`src/rtl/instr_fetch.sv`:
```
// Multi-cycle instruction fetch unit: FETCH/WAIT/DECODE/UPDATE sequencing, PC
// selection and IR capture, with a sticky FAULT on memory timeout or misaligned jr.
module instr_fetch #(
  parameter logic [31:0] START_ADDR = 32'h0000_0000,
  parameter int          MAX_WAIT   = 15
) (
  input  logic        clk,
  input  logic        rst,
  input  logic        imem_ready,
  input  logic [31:0] imem_rdata,
  input  logic        PCsrc,
  input  logic        Branch,
  input  logic        J_type,
  input  logic [31:0] jr_data,
  output logic        imem_req,
  output logic [31:0] imem_addr,
  output logic [31:0] pc,
  output logic [31:0] instr,
  output logic [5:0]  op,
  output logic [5:0]  func,
  output logic [31:0] imm_ext,
  output logic        instr_valid,
  output logic        fault
);

  localparam int WCW = (MAX_WAIT < 1) ? 1 : $clog2(MAX_WAIT + 1);
  localparam logic [WCW-1:0] WAIT_LIMIT = WCW'(MAX_WAIT);
  localparam logic [WCW-1:0] WAIT_ONE   = WCW'(1);
  localparam logic [WCW-1:0] WAIT_ZERO  = WCW'(0);

  typedef enum logic [2:0] {
    S_FETCH  = 3'd0,
    S_WAIT   = 3'd1,
    S_DECODE = 3'd2,
    S_UPDATE = 3'd3,
    S_FAULT  = 3'd4
  } state_t;

  state_t         state_r;
  state_t         state_next_s;
  logic [31:0]    pc_r;
  logic [31:0]    pc_next_s;
  logic [31:0]    ir_r;
  logic [31:0]    ir_next_s;
  logic [WCW-1:0] wait_cnt_r;
  logic [WCW-1:0] wait_cnt_next_s;
  logic [31:0]    imm_ext_s;
  logic [31:0]    pc4_s;
  logic [31:0]    br_tgt_s;
  logic [31:0]    jmp_tgt_s;
  logic [31:0]    target_s;
  logic           jr_misaligned_s;
  logic           req_r;
  logic           valid_r;
  logic           fault_r;

  assign imm_ext_s       = {{16{ir_r[15]}}, ir_r[15:0]};
  assign pc4_s           = pc_r + 32'd4;
  assign br_tgt_s        = pc4_s + {imm_ext_s[29:0], 2'b00};
  assign jmp_tgt_s       = {pc4_s[31:28], ir_r[25:0], 2'b00};
  assign jr_misaligned_s = PCsrc && J_type && (jr_data[1:0] != 2'b00);

  // Next-PC select; J_type outranks Branch, which outranks the plain jump.
  always_comb begin
    target_s = pc4_s;
    if (!PCsrc) begin
      target_s = pc4_s;
    end else if (J_type) begin
      target_s = jr_data;
    end else if (Branch) begin
      target_s = br_tgt_s;
    end else begin
      target_s = jmp_tgt_s;
    end
  end

  // Next-state and datapath update logic; an illegal encoding falls into FAULT.
  always_comb begin
    state_next_s    = state_r;
    pc_next_s       = pc_r;
    ir_next_s       = ir_r;
    wait_cnt_next_s = wait_cnt_r;
    case (state_r)
      S_FETCH: begin
        wait_cnt_next_s = WAIT_ZERO;
        state_next_s    = S_WAIT;
      end
      S_WAIT: begin
        if (imem_ready) begin
          ir_next_s       = imem_rdata;
          wait_cnt_next_s = WAIT_ZERO;
          state_next_s    = S_DECODE;
        end else if (wait_cnt_r == WAIT_LIMIT) begin
          state_next_s = S_FAULT;
        end else begin
          wait_cnt_next_s = wait_cnt_r + WAIT_ONE;
        end
      end
      S_DECODE: begin
        state_next_s = S_UPDATE;
      end
      S_UPDATE: begin
        if (jr_misaligned_s) begin
          state_next_s = S_FAULT;
        end else begin
          pc_next_s    = target_s;
          state_next_s = S_FETCH;
        end
      end
      S_FAULT: begin
        state_next_s = S_FAULT;
      end
      default: begin
        state_next_s = S_FAULT;
      end
    endcase
  end

  // State and datapath registers.
  always_ff @(posedge clk or negedge rst) begin
    if (!rst) begin
      state_r    <= S_FETCH;
      pc_r       <= START_ADDR;
      ir_r       <= 32'h0000_0000;
      wait_cnt_r <= WAIT_ZERO;
    end else begin
      state_r    <= state_next_s;
      pc_r       <= pc_next_s;
      ir_r       <= ir_next_s;
      wait_cnt_r <= wait_cnt_next_s;
    end
  end

  // Moore outputs registered from the next state so they track the current state.
  always_ff @(posedge clk or negedge rst) begin
    if (!rst) begin
      req_r   <= 1'b1;
      valid_r <= 1'b0;
      fault_r <= 1'b0;
    end else begin
      req_r   <= (state_next_s == S_FETCH) || (state_next_s == S_WAIT);
      valid_r <= (state_next_s == S_DECODE);
      fault_r <= (state_next_s == S_FAULT);
    end
  end

  assign imem_req    = req_r;
  assign instr_valid = valid_r;
  assign fault       = fault_r;
  assign imem_addr   = pc_r;
  assign pc          = pc_r;
  assign instr       = ir_r;
  assign op          = ir_r[31:26];
  assign func        = ir_r[5:0];
  assign imm_ext     = imm_ext_s;

endmodule

```
`config.mk`:
```
export PLATFORM = sky130hd
export DESIGN_NAME = instr_fetch
export DESIGN_NICKNAME = d
export VERILOG_FILES = /design/src/rtl/instr_fetch.sv
export SDC_FILE = /design/constraint.sdc
export NUM_CORES = 1
export LEC_CHECK = 0
export BUFFER_PORTS_ARGS = -buffer_cell sky130_fd_sc_hd__buf_2
export CORE_ASPECT_RATIO = 1.1
export CORE_MARGIN = 8
export CORE_UTILIZATION = 47
export DETAILED_ROUTE_END_ITERATION = 7
export PLACE_DENSITY = 0.77
export SLEW_MARGIN = 30
export SYNTH_ARGS = -nofsm -noshare
export SYNTH_HDL_FRONTEND = slang
export SYNTH_SLANG_ARGS = --single-unit
```
`constraint.sdc`:
```
create_clock -name clk -period 3.7 [get_ports clk]
set_input_delay 0.37 -clock clk [delete_from_list [all_inputs] [get_ports clk]]
set_output_delay 0.37 -clock clk [all_outputs]
set_load 0.05 [all_outputs]
```
==> impl_metrics.toml <==
[yosys]
synth_cell_types = 65
synth_top_family_by_area = "compound AO/OA/AOI/OAI gates"
avgSynthCellArea_um2 = 8.659
yosysWarnings = 0
synthAdderAreaFrac_pct = 7.599
synth_ff_type = "dfrtp_1"
yosys.area_share.simple_pct = 15.74
synth-async-reset-ratio_pct = 100.0
synth_xor_area_share_pct = 7.100
syn-num-nets = 862
ys_seq_elements = 74
netlist_area_um2 = 6520
yosysSeqAreaShare_pct = 28.42
netlist_instances = 753
synth-edff-count = 0
muxShareOfSynthArea_pct = 7.676
synth_compound_area_share_pct = 22.18

[place]
place_congestion = 0.9591
port_buffers = 212
hpwl_um = 15970

[sta]
max-slew-margin-rel_pct = 42.74
finalHoldViolations = 0
timing.final.crit_share_pct = 96.55
rsz0062_at_grt = "true"
fmax_mhz = 279.9
setup_viol = 0
worst_slew_pin_slew_ns = 0.8589
setup_tns_ns = 0
finClkSkew_ns = 0.008254
drv_slew = 0
post-route-min-period_ns = 3.573

[setup_path]
crit_arrival_ns = 3.80
worst_path_max_delay_cell = "dfrtp_2"
crit_top_cell = "a21o_1"
start_kind = "flip-flop"
end_kind = "flip-flop"
cp_top_family = "compound AO/OA/AOI/OAI gates"
crit_type = "reg -> reg"
critPathMaxStageDelay_ns = 0.43
rr_startpoint = "imem_addr[12]"
required_ns = 3.93
crit_chain = "and3_4 -> nand4_4 -> nor3_2 -> and2_2 -> nand2_1 -> xnor2_2 -> ha_2 -> a21o_1 -> a21o_1 -> a21oi_1 -> o21ai_0 -> a21oi_1 -> a31oi_1 -> xnor2_1 -> nand2_1 -> a21o_1"
path_buf_inv = 0
rrSetupSlack_ns = 0.13
critPathLaunch = "imem_addr[12]"
cp_max_fo = 8

[detailed_routing]
drtIter0Drc = 549
detail-route-antenna-nets = 0
drt_first_pass_iters = 7
routed_wl_um = 20410
num_vias = 6246
drc = 0
vias_per_cell = 5.694
avgRoutedWirePerCell_um = 18.61

[floorplan]
ioPinCount = 213
chipHeight_um = 139.5
die_w_um = 128.3
design.core.area_um2 = 13680
initial_core_util_pct = 47.65
design.die.area_um2 = 17900
rows = 45

[run_status]
outcome = "finished clean"

[cts]
cts_tree = "built"
clk_latency_ns = 0.34
h-tree-depth = 3
cts-root-buf = "clkbuf_16"
clkSlewWorstSetupHoldPaths_ns = 0.06
cts_buffers = 9
cts.path.max_buffers = 2
cts_sinks = 74

[final_layout]
area_delta_synth_final_pct = 20.34
diodes = 0
drive_gt1_share_pct = 38.61
nets = 1013

[global_route]
grt.total_usage_pct = 22.45
grt_pass1_vias = 5900
overflow = 0
grt_pass1_wl_um = 31760
grt_max_degree = 75
antenna_found_initial = 0

[min_path]
min_path_type = "in -> async"

[run]
maxCapViolations = 0
==> Yosys cell counts (12+ instances only) <==
| master | instances | area, µm² |
|---|---|---|
| a211oi_1 | 13 | 97.59 |
| a21o_1 | 21 | 157.7 |
| a21oi_1 | 61 | 305.3 |
| and3_1 | 13 | 81.33 |
| buf_4 | 78 | 585.6 |
| clkbuf_1 | 27 | 101.4 |
| dfrtp_1 | 73 | 1827 |
| ha_1 | 38 | 475.5 |
| mux2_2 | 32 | 360.4 |
| mux2i_1 | 14 | 140.1 |
| nand2_1 | 62 | 232.7 |
| nand3_1 | 22 | 110.1 |
| nand4_1 | 12 | 75.07 |
| nor2_1 | 43 | 161.4 |
| nor3_1 | 12 | 60.06 |
| o21a_1 | 15 | 112.6 |
| o21ai_0 | 44 | 220.2 |
| xnor2_1 | 28 | 245.2 |
| xor2_1 | 23 | 201.4 |
==> flip-flops by register name, indices dropped and copies added (netlist names) <==
| name | flops |
|---|---|
| imem_req | 1 |
| state_r | 3 |
| instr_valid | 1 |
| instr | 32 |
| imem_addr | 32 |
| fault | 1 |
| wait_cnt_r | 4 |
==> layout make-up <==
class | instances | area [µm²]
Clock inverter | 6 | 43.79
Clock buffer | 10 | 229.0
Multi-Input combinational cell | 561 | 4080
Sequential cell | 74 | 1871
Timing Repair Buffer | 248 | 1350
Fill cell | 1262 | 5836
Inverter | 10 | 37.54
Tap cell | 188 | 235.2
==> metal layers <==
layer | GRT usage, % | share of wire, %
met2 | 35.54 | 47
met5 | 0 | 0
met4 | 9.023 | 2.3
met1 | 28.83 | 42
met3 | 5.044 | 8.8
==> what timing repair did <==
item	CTS	global route
buffers inserted	0	2
pin swaps	0	2
gates resized for setup	1	26
hold buffers	0	0
endpoints found under the setup margin	2	10
cloned	0	0
==> worst register-to-register path: cells and delay by family (launching register included) <==
| kind | cells | cell delay [ns] |
|---|---|---|
| XOR/XNOR | 2 | 0.45 |
| adder cells (fa/ha/maj) | 1 | 0.36 |
| AO/OA/AOI/OAI | 7 | 1.13 |
| flip-flops | 1 | 0.43 |
| AND/OR/NAND/NOR | 6 | 1.09 |
==> cells by family after synthesis <==
family                   count (synthesis)
AO/OA/AOI/OAI                          221
AND/OR/NAND/NOR                        203
buffers and inverters                  118
flip-flops                              74
XOR/XNOR                                52
multiplexers                            46
adder cells (fa/ha/maj)                 39
==> path summary, 6_finish.rpt <==
check                                      to  cells after the start
worst max-delay path            imem_addr[29]                     16
worst min-delay path                instr[26]                      1
worst max register to register  imem_addr[29]                     16
max in group asynchronous       imem_addr[17]                      1
worst min register to register  wait_cnt_r[0]                      1
min in group clk                     instr[5]                      2
==> cell usage in the layout (no fill, tap or decap), types with 6 or more instances in the layout <==
master / Yosys / layout
a211oi_1: 13 / 13
a21o_1: 21 / 21
a21oi_1: 61 / 59
a31oi_1: 7 / 7
and3_1: 13 / 8
and3_4: 1 / 6
buf_2: 0 / 211
buf_4: 78 / 35
clkbuf_16: 0 / 9
dfrtp_1: 73 / 59
dfrtp_2: 0 / 14
ha_1: 38 / 34
inv_1: 9 / 9
mux2_2: 32 / 32
mux2i_1: 14 / 14
nand2_1: 62 / 61
nand2b_1: 9 / 9
nand3_1: 22 / 21
nand4_1: 12 / 12
nor2_1: 43 / 42
nor3_1: 12 / 11
o21a_1: 15 / 15
o21ai_0: 44 / 41
o21ai_1: 7 / 10
o221ai_1: 7 / 7
xnor2_1: 28 / 25
xor2_1: 23 / 21
==> per-stage QoR <==
step,util (%),hold slack [ns],worst slack [ns],instances,area (µm²)
3_3_place_gp,54.41,0.4992,0.08124,1079,7445
2_1_floorplan,-,0.07441,0.004213,753,6571
5_1_grt,57.35,0.09079,-0.09541,1097,7846
4_1_cts,56.42,0.2111,0.03264,1095,7719
3_5_place_dp,54.41,0.5137,-0.006027,1079,7445
6_report,57.35,0.04687,0.1275,1097,7846
Power is not shown: default switching activity piles up to over one toggle a cycle in this logic, so the estimate is an artifact.
